--- src/rtl/satatrn_pkg.sv ---
// satatrn_pkg: shared state encoding and Data FIS constants for the SATA transport TX path.
`default_nettype none

package satatrn_pkg;

  typedef enum logic [1:0] {
    ST_IDLE      = 2'd0,
    ST_WAIT_ACT  = 2'd1,
    ST_SEND      = 2'd2,
    ST_WAIT_LINK = 2'd3
  } txsched_state_t;

  localparam logic [7:0] FIS_DATA       = 8'h46;
  localparam int         MAX_FIS_DWORDS = 2048;

endpackage

`default_nettype wire

--- src/rtl/satatrn_txsched_chunk.sv ---
// satatrn_txsched_chunk: per-FIS burst size, word counter and last-word flag.
`default_nettype none

module satatrn_txsched_chunk
  import satatrn_pkg::*;
#(
  parameter int LGLEN    = 24,
  parameter int LGMAXFIS = $clog2(MAX_FIS_DWORDS)
) (
  input  logic               clk,
  input  logic               reset,
  input  logic               load,
  input  logic [LGLEN-1:0]   remaining,
  input  logic               advance,
  output logic [LGMAXFIS:0]  burst,
  output logic               more,
  output logic               last_next
);

  // Compare in a width that holds both the command length and 2^LGMAXFIS.
  localparam int CW = (LGLEN > LGMAXFIS + 1) ? LGLEN : LGMAXFIS + 1;

  logic [CW-1:0]     rem_wide;
  logic [CW-1:0]     max_wide;
  logic [LGMAXFIS:0] burst_load;
  logic [LGMAXFIS:0] wcount;

  assign rem_wide   = CW'(remaining);
  assign max_wide   = CW'(1) << LGMAXFIS;
  assign burst_load = (rem_wide >= max_wide) ? max_wide[LGMAXFIS:0] : rem_wide[LGMAXFIS:0];

  always_ff @(posedge clk) begin
    if (reset) begin
      burst  <= '0;
      wcount <= '0;
    end else if (load) begin
      burst  <= burst_load;
      wcount <= '0;
    end else if (advance) begin
      wcount <= wcount + (LGMAXFIS+1)'(1);
    end
  end

  assign more      = (wcount < burst);
  assign last_next = ((wcount + (LGMAXFIS+1)'(1)) == burst);

endmodule

`default_nettype wire

--- src/rtl/satatrn_txsched.sv ---
// satatrn_txsched: splits a DMA write into Data FIS payloads gated by DMA Activate and link acks.
// Optional link-acknowledge watchdog: define SATATRN_TXSCHED_TIMEOUT_EN.
`default_nettype none

module satatrn_txsched
  import satatrn_pkg::*;
#(
  parameter int LGLEN     = 24,
  parameter int LGMAXFIS  = $clog2(MAX_FIS_DWORDS),
  parameter int LGTIMEOUT = 20
) (
  input  logic             i_clk,
  input  logic             i_reset,
  input  logic             i_cfg_valid,
  output logic             o_cfg_ready,
  input  logic [LGLEN-1:0] i_cfg_len,
  input  logic             i_dma_activate,
  input  logic             i_abort,
  input  logic             i_s_valid,
  output logic             o_s_ready,
  input  logic [31:0]      i_s_data,
  output logic             o_m_valid,
  input  logic             i_m_ready,
  output logic [31:0]      o_m_data,
  output logic             o_m_last,
  output logic             o_txgate,
  input  logic             i_link_done,
  input  logic             i_link_err,
  output logic             o_busy,
  output logic             o_done,
  output logic             o_err
);

  txsched_state_t    state, state_nx;
  logic [LGLEN-1:0]  remaining, remaining_nx;
  logic              abort_pend, abort_pend_nx;
  logic              txgate, txgate_nx;
  logic              done, done_nx;
  logic              err, err_nx;
  logic              m_valid, m_valid_nx;
  logic              m_last, m_last_nx;
  logic [31:0]       m_data;

  logic              chunk_load;
  logic [LGMAXFIS:0] burst_len;
  logic              chunk_more;
  logic              chunk_last_next;
  logic              in_acc;
  logic              out_acc;
  logic              wd_expired;

  satatrn_txsched_chunk #(
    .LGLEN    (LGLEN),
    .LGMAXFIS (LGMAXFIS)
  ) u_chunk (
    .clk       (i_clk),
    .reset     (i_reset),
    .load      (chunk_load),
    .remaining (remaining),
    .advance   (in_acc),
    .burst     (burst_len),
    .more      (chunk_more),
    .last_next (chunk_last_next)
  );

  assign o_s_ready = (state == ST_SEND) && (!m_valid || i_m_ready) && chunk_more;
  assign in_acc    = o_s_ready && i_s_valid;
  assign out_acc   = m_valid && i_m_ready;

`ifdef SATATRN_TXSCHED_TIMEOUT_EN
  logic [LGTIMEOUT-1:0] wd_count;

  always_ff @(posedge i_clk) begin
    if (i_reset || state != ST_WAIT_LINK) begin
      wd_count <= '0;
    end else begin
      wd_count <= wd_count + LGTIMEOUT'(1);
    end
  end

  assign wd_expired = &wd_count;
`else
  logic [31:0] unused_timeout;
  assign unused_timeout = 32'(LGTIMEOUT);
  assign wd_expired     = 1'b0;
`endif

  always_comb begin
    state_nx      = state;
    remaining_nx  = remaining;
    abort_pend_nx = abort_pend;
    txgate_nx     = txgate;
    done_nx       = 1'b0;
    err_nx        = 1'b0;
    chunk_load    = 1'b0;
    m_valid_nx    = m_valid;
    m_last_nx     = m_last;

    if (in_acc) begin
      m_valid_nx = 1'b1;
      m_last_nx  = chunk_last_next;
    end else if (out_acc) begin
      m_valid_nx = 1'b0;
      m_last_nx  = 1'b0;
    end

    case (state)
      ST_IDLE: begin
        abort_pend_nx = 1'b0;
        if (i_cfg_valid) begin
          remaining_nx = i_cfg_len;
          if (i_cfg_len == '0) begin
            done_nx = 1'b1;
          end else begin
            state_nx = ST_WAIT_ACT;
          end
        end
      end

      ST_WAIT_ACT: begin
        if (i_abort) begin
          err_nx   = 1'b1;
          state_nx = ST_IDLE;
        end else if (i_dma_activate) begin
          chunk_load = 1'b1;
          txgate_nx  = 1'b1;
          state_nx   = ST_SEND;
        end
      end

      ST_SEND: begin
        // The arbiter cannot cut a frame short, so an abort waits for the last handshake.
        if (i_abort) begin
          abort_pend_nx = 1'b1;
        end
        if (out_acc && m_last) begin
          txgate_nx = 1'b0;
          if (abort_pend || i_abort) begin
            err_nx        = 1'b1;
            abort_pend_nx = 1'b0;
            state_nx      = ST_IDLE;
          end else begin
            state_nx = ST_WAIT_LINK;
          end
        end
      end

      ST_WAIT_LINK: begin
        if (i_abort) begin
          err_nx   = 1'b1;
          state_nx = ST_IDLE;
        end else if (i_link_done) begin
          if (i_link_err) begin
            err_nx   = 1'b1;
            state_nx = ST_IDLE;
          end else begin
            remaining_nx = remaining - LGLEN'(burst_len);
            if (remaining_nx == '0) begin
              done_nx  = 1'b1;
              state_nx = ST_IDLE;
            end else begin
              state_nx = ST_WAIT_ACT;
            end
          end
        end else if (wd_expired) begin
          err_nx   = 1'b1;
          state_nx = ST_IDLE;
        end
      end

      default: state_nx = ST_IDLE;
    endcase
  end

  always_ff @(posedge i_clk) begin
    if (i_reset) begin
      state      <= ST_IDLE;
      remaining  <= '0;
      abort_pend <= 1'b0;
      txgate     <= 1'b0;
      done       <= 1'b0;
      err        <= 1'b0;
      m_valid    <= 1'b0;
      m_last     <= 1'b0;
    end else begin
      state      <= state_nx;
      remaining  <= remaining_nx;
      abort_pend <= abort_pend_nx;
      txgate     <= txgate_nx;
      done       <= done_nx;
      err        <= err_nx;
      m_valid    <= m_valid_nx;
      m_last     <= m_last_nx;
    end
  end

  always_ff @(posedge i_clk) begin
    if (in_acc) begin
      m_data <= i_s_data;
    end
  end

  assign o_cfg_ready = (state == ST_IDLE);
  assign o_busy      = (state != ST_IDLE);
  assign o_m_valid   = m_valid;
  assign o_m_last    = m_last;
  assign o_m_data    = (state == ST_IDLE) ? 32'd0 : m_data;
  assign o_txgate    = txgate;
  assign o_done      = done;
  assign o_err       = err;

endmodule

`default_nettype wire

--- config.mk ---
export PLATFORM = sky130hd
export DESIGN_NAME = satatrn_txsched
export DESIGN_NICKNAME = d
export VERILOG_FILES = /design/src/rtl/satatrn_pkg.sv /design/src/rtl/satatrn_txsched_chunk.sv /design/src/rtl/satatrn_txsched.sv
export SDC_FILE = /design/constraint.sdc
export NUM_CORES = 1
export LEC_CHECK = 0
export BUFFER_PORTS_ARGS = -buffer_cell sky130_fd_sc_hd__buf_4
export CAP_MARGIN = 20
export CORE_ASPECT_RATIO = 1.4
export CORE_UTILIZATION = 31
export CTS_BUF_LIST = sky130_fd_sc_hd__clkbuf_16
export DETAILED_ROUTE_END_ITERATION = 6
export SLEW_MARGIN = 20
export SYNTH_ARGS = -nofsm -noshare
export SYNTH_HDL_FRONTEND = slang
export SYNTH_SLANG_ARGS = --single-unit
export TNS_END_PERCENT = 50
--- constraint.sdc ---
create_clock -name i_clk -period 2.8 [get_ports i_clk]
set_input_delay 0.14 -clock i_clk [delete_from_list [all_inputs] [get_ports i_clk]]
set_output_delay 0.14 -clock i_clk [all_outputs]
set_load 0.05 [all_outputs]
# After elaboration in Yosys (flattened, before gate mapping)

Cells that the tools add are included.

Bitwise operators: 0
$add $sub $neg: 2
Multiply operators: 0
Mux-type cells: 46
Reduce and logical (&&, ||, !) cells: 20
Shifts and indexed selects: 0
Order comparisons: 2
Div/mod/pow operators: 0
Equality and inequality tests: 14

Operators with widths:

| operator                                                                | number |
|---|---|
| 24-bit 2-to-1 mux                                                       | 4 |
| 24-bit logical NOT                                                      | 2 |
| 24-bit one-hot mux with 2 select lines                                  | 1 |
| 32-bit 2-to-1 mux                                                       | 1 |
| 1-bit 2-to-1 mux                                                        | 26 |
| 24-bit by 12-bit >= comparator with 1-bit output, second input constant | 1 |
| 24-bit by 12-bit subtractor with 24-bit output                          | 1 |
| 2-bit 2-to-1 mux                                                        | 8 |
| 2-bit inequality test, second input constant                            | 7 |
| 12-bit by 1-bit adder with 12-bit output, second input constant         | 1 |
| 12-bit equality test                                                    | 1 |
| 12-bit less-than comparator                                             | 1 |
| 12-bit 2-to-1 mux                                                       | 1 |
| 5-bit AND reduction                                                     | 2 |
| 2-bit nonzero test                                                      | 5 |
| 2-bit one-hot mux with 4 select lines                                   | 1 |
| 3-bit inequality test, second input constant                            | 2 |
| 1-bit one-hot mux with 2 select lines                                   | 3 |
| 1-bit logical AND                                                       | 5 |
| 2-bit equality test, second input constant                              | 2 |
| 4-bit AND reduction                                                     | 1 |
| 1-bit one-hot mux with 3 select lines                                   | 1 |
| 2-bit by 1-bit equality test with 1-bit output, second input constant   | 1 |
| 2-bit logical NOT                                                       | 1 |
| other kinds (4)                                                         | 5 |

Flip-flop bits (word level): 88
Memories kept: 0
Bits in latches: 0
Bits of input ports: 65
Bits in writable memories: 0
Memory bits (read-only): 0
Logic and storage cells: 95

# Depth between registers and ports, before layout

Gate-level depths: netlist of run 1.

Depth after elaboration: 7
Depth in mapped cells: 12
Depth with buffers taken out: 12

# Modules after synthesis

A second synthesis of run 1 with hierarchy kept.

Cell total of the unflattened synthesis: 647
Area total of the unflattened synthesis: 5442.7 µm²

By module, submodules not included:

| module                | instances | cells each | area an instance (µm²) | sequential area each (µm²) |
|---|---|---|---|---|
| satatrn_txsched       | 1         | 454        | 3883.7                 | 1601.5 |
| satatrn_txsched_chunk | 1         | 193        | 1559.0                 | 480.5 |

# Least setup slack after synthesis of run 1

No wires, ideal clock.

Path type: register to register
Start point: reg u_chunk.burst[5]
End point: reg u_chunk.wcount[4]
Data arrival time: 2731 ps
Slack: -58 ps
Clock period less this slack: 2858 ps
Stages on the path, launching flop included: 12
Path through: dfxtp_1 inv_1 ha_1 or4_1 o21ai_0 a21oi_1 a221oi_1 o211ai_2 inv_2 and3_1 xnor2_1 nor2_1

Word-level cells in the longest chain between the ends: 3

Ends and longest elaborated chain:

| item                        | RTL line                    | text |
|---|---|---|
| start: declaration          | satatrn_txsched_chunk.sv:15 | `output logic [LGMAXFIS:0] burst,` |
| start signal: assignment    | satatrn_txsched_chunk.sv:37 | `burst <= burst_load;` |
| 12-bit less-than comparator | satatrn_txsched_chunk.sv:44 | `assign more = (wcount < burst);` |
| 1-bit logical AND           | satatrn_txsched.sv:66       | `assign o_s_ready = (state == ST_SEND) && (!m_valid \|\| i_m_ready) && chunk_more;` |
| 1-bit logical AND           | satatrn_txsched.sv:67       | `assign in_acc = o_s_ready && i_s_valid;` |
| via in_acc                  | satatrn_txsched.sv:48       | `logic in_acc;` |
| end signal: assignment      | satatrn_txsched_chunk.sv:40 | `wcount <= wcount + (LGMAXFIS+1)'(1);` |
| end: declaration            | satatrn_txsched_chunk.sv:26 | `logic [LGMAXFIS:0] wcount;` |

The timed path passes the listed nets, and every way through them passes these cells.
A chain may end at the register's enable or synchronous reset.

# Worst setup path in the final report of run 1

Start point: reg remaining[0]
End point: reg done, in the netlist o_done

Word-level cells in the longest chain between the ends: 7

Ends and longest elaborated chain:

| item                                           | RTL line               | text |
|---|---|---|
| start: declaration                             | satatrn_txsched.sv:35  | `logic [LGLEN-1:0] remaining, remaining_nx;` |
| start signal: assignment                       | satatrn_txsched.sv:187 | `remaining <= remaining_nx;` |
| 24-bit by 12-bit subtractor with 24-bit output | satatrn_txsched.sv:157 | `remaining_nx = remaining - LGLEN'(burst_len);` |
| 24-bit logical NOT                             | satatrn_txsched.sv:158 | `if (remaining_nx == '0) begin` |
| 1-bit 2-to-1 mux                               | satatrn_txsched.sv:158 |  |
| 1-bit 2-to-1 mux                               | satatrn_txsched.sv:153 | `if (i_link_err) begin` |
| 1-bit 2-to-1 mux                               | satatrn_txsched.sv:152 | `end else if (i_link_done) begin` |
| 1-bit 2-to-1 mux                               | satatrn_txsched.sv:149 | `if (i_abort) begin` |
| 1-bit one-hot mux with 2 select lines          | satatrn_txsched.sv:107 | `case (state)` |
| end signal: assignment                         | satatrn_txsched.sv:190 | `done <= done_nx;` |
| end: declaration                               | satatrn_txsched.sv:38  | `logic done, done_nx;` |

Every way passes these cells.

==> results of run 1 <==
[final cells by class]
cell class | instances | area (sq um)
tap | 232 | 290
sequential | 88 | 2090
multi-input combinational | 478 | 3300
timing repair inverter | 1 | 7.51
inverter | 25 | 96.3
clock inverter | 7 | 68.8
clock buffer | 9 | 225
fill | 1690 | 9240
timing repair buffer | 204 | 1640
[flip-flops by register name (all words and copies together), names as in the netlist]
| register | count |
|---|---|
| m_data | 32 |
| remaining | 24 |
| u_chunk.burst | 12 |
| u_chunk.wcount | 12 |
| state | 2 |
| abort_pend | 1 |
| o_done | 1 |
| o_err | 1 |
| o_m_last | 1 |
| o_m_valid | 1 |
| o_txgate | 1 |
[synth_stat cells, types with 18 or more instances]
library cell / count
sky130_fd_sc_hd__a211oi_1: 18
sky130_fd_sc_hd__a21oi_1: 42
sky130_fd_sc_hd__clkbuf_1: 23
sky130_fd_sc_hd__dfxtp_1: 56
sky130_fd_sc_hd__edfxtp_1: 32
sky130_fd_sc_hd__ha_1: 30
sky130_fd_sc_hd__inv_1: 23
sky130_fd_sc_hd__nand2_1: 46
sky130_fd_sc_hd__nor2_1: 73
sky130_fd_sc_hd__nor2b_1: 36
sky130_fd_sc_hd__o21ai_0: 24
sky130_fd_sc_hd__xnor2_1: 21
[worst paths after layout]
path | cells past startpoint | slack (ns) | to | start
max | 13 | -0.03 | o_done | remaining[0]
min | 3 | 0.10 | o_m_valid | i_m_ready
max reg2reg | 13 | -0.03 | o_done | remaining[0]
min reg2reg | 2 | 0.49 | remaining[7] | remaining[7]
[metal layers]
| layer | share of wire | vias up |
|---|---|---|
| met2 | 0.52 | 138 |
| met5 | 0 | - |
| met4 | 0.046 | 0 |
| met3 | 0.034 | 40 |
| li1 | - | 2620 |
| met1 | 0.40 | 2356 |
[where the power goes]
group | internal [mW] | switching, mW
clock | 0.630 | 0.572
sequential | 1.38 | 0.0601
combinational | 0.793 | 1.02
total | 2.80 | 1.65
[logic make-up after synthesis]
logic type / synth area share
flops: 0.383
mux: 0.0147
compound gates: 0.203
fa+ha+maj: 0.0728
simple gates: 0.231
xor+xnor: 0.0565
buf+inv: 0.0387
[critical path: stages, from the launching register on]
cell and delay (ns):
sky130_fd_sc_hd__dfxtp_2 0.33, sky130_fd_sc_hd__inv_2 0.04, sky130_fd_sc_hd__ha_4 0.16, sky130_fd_sc_hd__fa_2 0.39, sky130_fd_sc_hd__buf_6 0.13, sky130_fd_sc_hd__nor2b_4 0.14
sky130_fd_sc_hd__o2111a_1 0.25, sky130_fd_sc_hd__o31ai_1 0.12, sky130_fd_sc_hd__a221oi_2 0.24, sky130_fd_sc_hd__and4_1 0.21, sky130_fd_sc_hd__and4_1 0.19, sky130_fd_sc_hd__nand4_1 0.17
sky130_fd_sc_hd__o31a_1 0.30, sky130_fd_sc_hd__nor3_2 0.09
[metrics by stage]
step | area, sq um | setup TNS (ns)
global route | 7720 | -0.553
global placement | 6900 | -0.846
finish | 7720 | -0.0302
floorplan | 5430 | 0
detailed placement | 6900 | -2.72
CTS | 7630 | -0.0310
[what timing repair did]
| action | in CTS | in global routing |
|---|---|---|
| hold buffers | 32 | 0 |
| hold endpoints to repair | 32 | 0 |
| setup buffers | 3 | 1 |
| resized for setup | 22 | 14 |
| pin swaps | 17 | 8 |
| cloned | 0 | 1 |
| endpoints found under the setup margin | 45 | 51 |
==> out/summary.md, run 1 <==
The remaining max-slew budget at the tightest pin was 0.609. TritonCTS built the clock tree. The antenna diode count is 0, and the post-synthesis sequential element count is 88. STA classifies the critical path startpoint as a register. The detailed-router iteration count before antenna repair was 4; the post-synthesis net count was 715.

The post-layout net count was 903. The area of the core came out at 17,000 sq um. The met3 layer usage reported by global route was 0.0240; the post-placement cell count was 991.

The count of pins over their slew limit is 0, and the hold violation total from the final report is 0. The total routing usage reported by global routing is 0.177. The detailed-route vias per instance was 4.94; the number of global-route vias before repair was 4,926. The tools report the critical path endpoint category as a register. The tightest min-delay check is of the in2reg type. In this run the remaining antenna-violating nets after routing total 0.

The routing layer with the top usage in global route is met2. From left edge to right edge, the die measures 114 um. The maximum number of buffers from clock root to sink was 2. The tool flagged a number of max-cap violations equal to 0. The run finished, with violations left.

The HPWL after detailed placement is 11,500 um. The run gives 0.0125 ns as the setup clock skew after layout. The worst voltage drop across the vdd grid was 0.000267 V; the average wire per cell in the routed design was 15.0 um.

The buffer type at the clock tree root was sky130_fd_sc_hd__clkbuf_16. For this run, the number of Yosys warnings is 0. In this run the static leakage power is 3.10 nW.

The logs give 0.383 for the part of the Yosys area used for sequential elements and -0.186 ns for the worst-case setup slack after placement. The area overhead of the layout relative to synthesis came out at 42.1%. Data on the critical path arrives at its endpoint at 3.11 ns. Setup repair after global routing could not meet its margin everywhere. After detailed routing, the number of remaining DRC violations is 0. For the pin with the worst max-slew slack, the measured transition is 0.580 ns. The post-layout instance count excluding filler cells was 1,044; the row count was 56. The final routed wirelength across all metal layers is 15,700 um, and the total power per unit cell area is 577 nW/um^2. Port buffering added 104 buffers. The run gives 0.320 as the initial core utilization.

The largest total area in the synthesized netlist belongs to sky130_fd_sc_hd__dfxtp_1. For the sink count of the clock tree, the log shows 88. By area the synthesized netlist is led by sky130_fd_sc_hd__dfxtp_1 21%, sky130_fd_sc_hd__edfxtp_1 18%, sky130_fd_sc_hd__ha_1 6.9%. For the global routing met2 resource utilization, the log shows 0.324. The worst setup path is of the reg2reg kind. For this design the top-level I/O count stands at 105. The first global-routing pass estimated 24,700 um of wire. The routed design could run at a clock period as short as 2.83 ns. A synthesized cell averages 8.77 sq um. The post-synthesis async set-or-reset flop share is 0. The final reports fail on setup timing. The first routing iteration left 209 violations. Period utilization: 1.01. The run gives 5,154 as the total via count after detailed routing. On the final layout, the worst hold slack is 0.102 ns.

The register clock-pin slew on the reported worst setup and hold paths was 0.07 ns; the global placer's final weighted congestion was 0.913. Total CTS buffers: 9. The tools report the number of setup violations in the final report as 1. The logs give 5430 sq um for the synthesized cell area and 0 for the initial antenna violation count.

The area share of the largest cell type after synthesis is 0.206. The die span in y came out at 159 um. Clock latency on the worst-skew pair, taken at its later pin, is 0.35 ns.

The number of distinct standard cells referenced by the synthesized netlist was 74; the pin count of the biggest net entering global routing was 46. The library cell used most frequently in the layout, excluding fill and tap cells, is sky130_fd_sc_hd__buf_4. CTS built an H-tree with a depth of 3. The logs give -0.0302 ns for the worst setup margin and 4.45 mW for the post-route total power. In the layout the commonest cells are 169 x sky130_fd_sc_hd__buf_4, 72 x sky130_fd_sc_hd__nor2_1, 53 x sky130_fd_sc_hd__dfxtp_1. The area of the die was 18,100 sq um.

In this run, synthesis inferred 32 flip-flops with an integrated enable. The tools report the maximum achievable frequency as 353 MHz. Of all nets on the critical path, the largest fanout is 3. For the fraction of met1 tracks used by global routing, the log shows 0.191.

Synthesis produced 619 cells. The ratio of cells with drive above 1 in the final layout is 0.289, and the critical path data required time is 3.08 ns. The total overflow left after global routing is 0. The run gives 0.455 as the post-route core utilization. The commonest register cell after synthesis is sky130_fd_sc_hd__dfxtp_1.
Power figures use the tool's default switching activity.
==> run 2: changes to the inputs <==
--- a/config.mk
+++ b/config.mk
@@ -11,6 +11,8 @@
 export CORE_UTILIZATION = 31
 export CTS_BUF_LIST = sky130_fd_sc_hd__clkbuf_16
 export DETAILED_ROUTE_END_ITERATION = 6
+export SETUP_SLACK_MARGIN = 0.4
+export SKIP_LAST_GASP = 1
 export SLEW_MARGIN = 20
 export SYNTH_ARGS = -nofsm -noshare
 export SYNTH_HDL_FRONTEND = slang
==> run 2 against run 1 <==
The flow now finishes without violations. Clock-buffer cell count is the same. Sequential power is essentially flat. Clock power decreased by 5%. Combinational power increased by 7%. Clock skew barely moved. Setup slack improved by 0.036 ns. Utilization is 2.9 points higher. Routed wire length up 3.8%. Critical path depth is the same. Critical path type unchanged. Critical endpoint unchanged.
==> out/summary.md, run 2 (same netlist as run 1, synthesis figures left out) <==
The post-route core utilization is 0.484, and the wire length of the first global-routing pass is 25,100 um. The run finished with clean final reports. Detailed-route vias per instance: 5.02. The sum of negative setup slack is 0 ns. The H-tree was split into 3 levels.

The antenna diode count is 0, and the instance count along the most critical hold path is 3. The root buffer cell chosen for the clock tree is sky130_fd_sc_hd__clkbuf_16. The run gives 0.006 ns as the setup slack on the worst flop-to-flop path. For this run, design rule violations remaining after detail routing come to 0.

The total power per unit cell area was 552 nW/um^2. The post-route total power is 4.53 mW, and the register clock-pin slew on the reported worst setup and hold paths is 0.07 ns. At the worst endpoint, the required time is 3.09 ns. After the last flow step, the layout net total stands at 919. The register with the most flip-flops in the layout has 32 of them. Data arrives at the worst endpoint at 3.08 ns. From synthesis to final layout, the design area changed by 51.2%. The port buffer count is 104, and the detailed-router iteration count before antenna repair is 5.

IR analysis of the VDD net gives a maximum drop of 0.000324 V. The hold violation total from the final report came out at 0. The worst register-to-register path begins at remaining[0].

Hold timing on the final database bottoms out at a slack of 0.102 ns. Max-cap violations in this run came to 0. The tools report the sink of the worst hold path as o_m_valid.

The logs give 0.948 for the global placer's final weighted congestion and 105 for the number of primary I/O pins. The logs give 0 for the initial antenna violation count and 0 for the number of setup violations in the final report. The tools report the capture instance of the worst register-to-register path as o_done. The remaining max-slew budget at the tightest pin came out at 0.573.

The most frequent standard cell in the layout excluding fill and tap cells was sky130_fd_sc_hd__buf_4. Clock latency on the worst-skew pair, taken at its later pin, is 0.35 ns. The die extent in x was 114 um. Based on the critical path, the design can be clocked at up to 358 MHz. The tools report the initial core utilization as 0.320. The tools report the number of global-route vias before repair as 5,037. Entering global routing, the biggest net connects 46 pins. Summed over all layers, the routed wires come to 16,300 um. For the total CTS buffers, the log shows 9.

Startpoint type of the worst setup path: a register. Across all layers, the routed design uses 5,326 vias. The area of the die is 18,100 sq um, and the setup clock skew after layout is 0.0122 ns. The floorplan step set the die height to 159 um. For the number of fillers in the final layout, the log shows 1,641. After the first detailed-routing iteration, the DRC count stood at 245.

STA classifies the critical path endpoint as a register. TritonCTS built the clock tree. For the worst-case setup slack after placement, the log shows -0.193 ns. The count of pins over their slew limit was 0; the transition time at the pin with the least slew margin was 0.635 ns. The period utilization was 0.998. In the final layout, the registers with the most flip-flops are m_data: 32 flops, remaining: 24 flops. The start-to-end type of the worst setup path is reg2reg. In this run the worst setup path begins at remaining[0]. After layout, the minimum clock period comes to 2.79 ns. The depth of the worst register-to-register path works out to 13. Summed over all layers, the global routing overflow is 0. The type of the most critical hold path was in2reg. In this run the most critical hold path is launched from i_m_ready.

The ratio of cells with drive above 1 in the final layout was 0.350. More flip-flops sit in one register than any other, and that register is m_data. The maximum number of buffers from clock root to sink is 2, and the highest net fanout along the worst path is 3. The tools report the reported leakage power as 3.26 nW. In the final routed layout, each cell accounts on average for 15.4 um. For the detailed placer's ending HPWL, the log shows 11,600 um.

After layout, the worst setup slack is 0.00619 ns. In this run the standard cell core region covers 17,000 sq um. After floorplanning, the core was divided into 56 placement rows. The logs give 88 for the sink count of the clock tree and 0 for the antenna violation net count after detailed routing. The total routing usage reported by global routing came out at 0.181.

In the layout the commonest cells are 175 x sky130_fd_sc_hd__buf_4, 71 x sky130_fd_sc_hd__nor2_1, 47 x sky130_fd_sc_hd__dfxtp_1. Setup repair after global routing could not meet its margin everywhere.
==> run 2: routing by layer <==
metal / vias to the layer above / wire [um] / GRT usage
li1: 2660 / - / -
met1: 2449 / 6430 / 0.191
met2: 175 / 8290 / 0.335
met3: 42 / 752 / 0.0266
met4: 0 / 805 / 0.119
met5: - / 0 / 0
==> run 2: power breakdown <==
part	total, mW	switching (mW)	internal [mW]
registers	1.45	0.0711	1.38
clock network	1.14	0.536	0.603
logic	1.94	1.07	0.868
total	4.53	1.68	2.85
==> run 2: per-stage QoR <==
step / instance area (sq um) / instances
6_report: 8210 / 1060
5_1_grt: 8210 / 1060
4_1_cts: 7890 / 1052
3_5_place_dp: 6940 / 986
3_3_place_gp: 6940 / 986
2_1_floorplan: 5510 / 619
==> run 2: worst max-delay path, cell delays in order (launching register included) <==
cell                       delay (ns)
sky130_fd_sc_hd__dfxtp_2         0.32
sky130_fd_sc_hd__inv_2           0.06
sky130_fd_sc_hd__ha_4            0.14
sky130_fd_sc_hd__fa_2            0.21
sky130_fd_sc_hd__buf_6           0.10
sky130_fd_sc_hd__nor2b_4         0.04
sky130_fd_sc_hd__o2111a_1        0.27
sky130_fd_sc_hd__or4_4           0.43
sky130_fd_sc_hd__a221oi_2        0.23
sky130_fd_sc_hd__and4_1          0.22
sky130_fd_sc_hd__and4_1          0.20
sky130_fd_sc_hd__nand4_1         0.15
sky130_fd_sc_hd__o31a_1          0.29
sky130_fd_sc_hd__nor3_2          0.09
==> run 2: worst max-delay path by stage <==
stage,cells past startpoint,endpoint,slack [ns]
floorplan,12,o_done,0.16
global placement,12,o_done,-0.18
detailed placement,12,o_done,-0.19
CTS,13,o_done,-0.01
global route,14,state[0],-0.13
finish,13,o_done,0.006
==> run 2: timing repair <==
| action | in CTS | in global routing |
|---|---|---|
| endpoints found under the hold margin | 32 | 0 |
| gates cloned | 4 | 0 |
| hold buffers | 32 | 0 |
| pin swaps | 24 | 27 |
| setup endpoints to repair | 58 | 63 |
| setup buffers | 14 | 8 |
| gates resized for setup | 35 | 48 |
==> run 2: cell type report <==
| class | instances | area (sq um) | area share |
|---|---|---|---|
| multi-input combinational | 478 | 3560 | 0.434 |
| inverter | 25 | 120 | 0.0146 |
| clock inverter | 7 | 47.5 | 0.00579 |
| sequential | 88 | 2090 | 0.255 |
| timing repair buffer | 220 | 1860 | 0.227 |
| clock buffer | 9 | 225 | 0.0274 |
| tap | 232 | 290 | 0.0354 |
| timing repair inverter | 1 | 8.76 | 0.00107 |
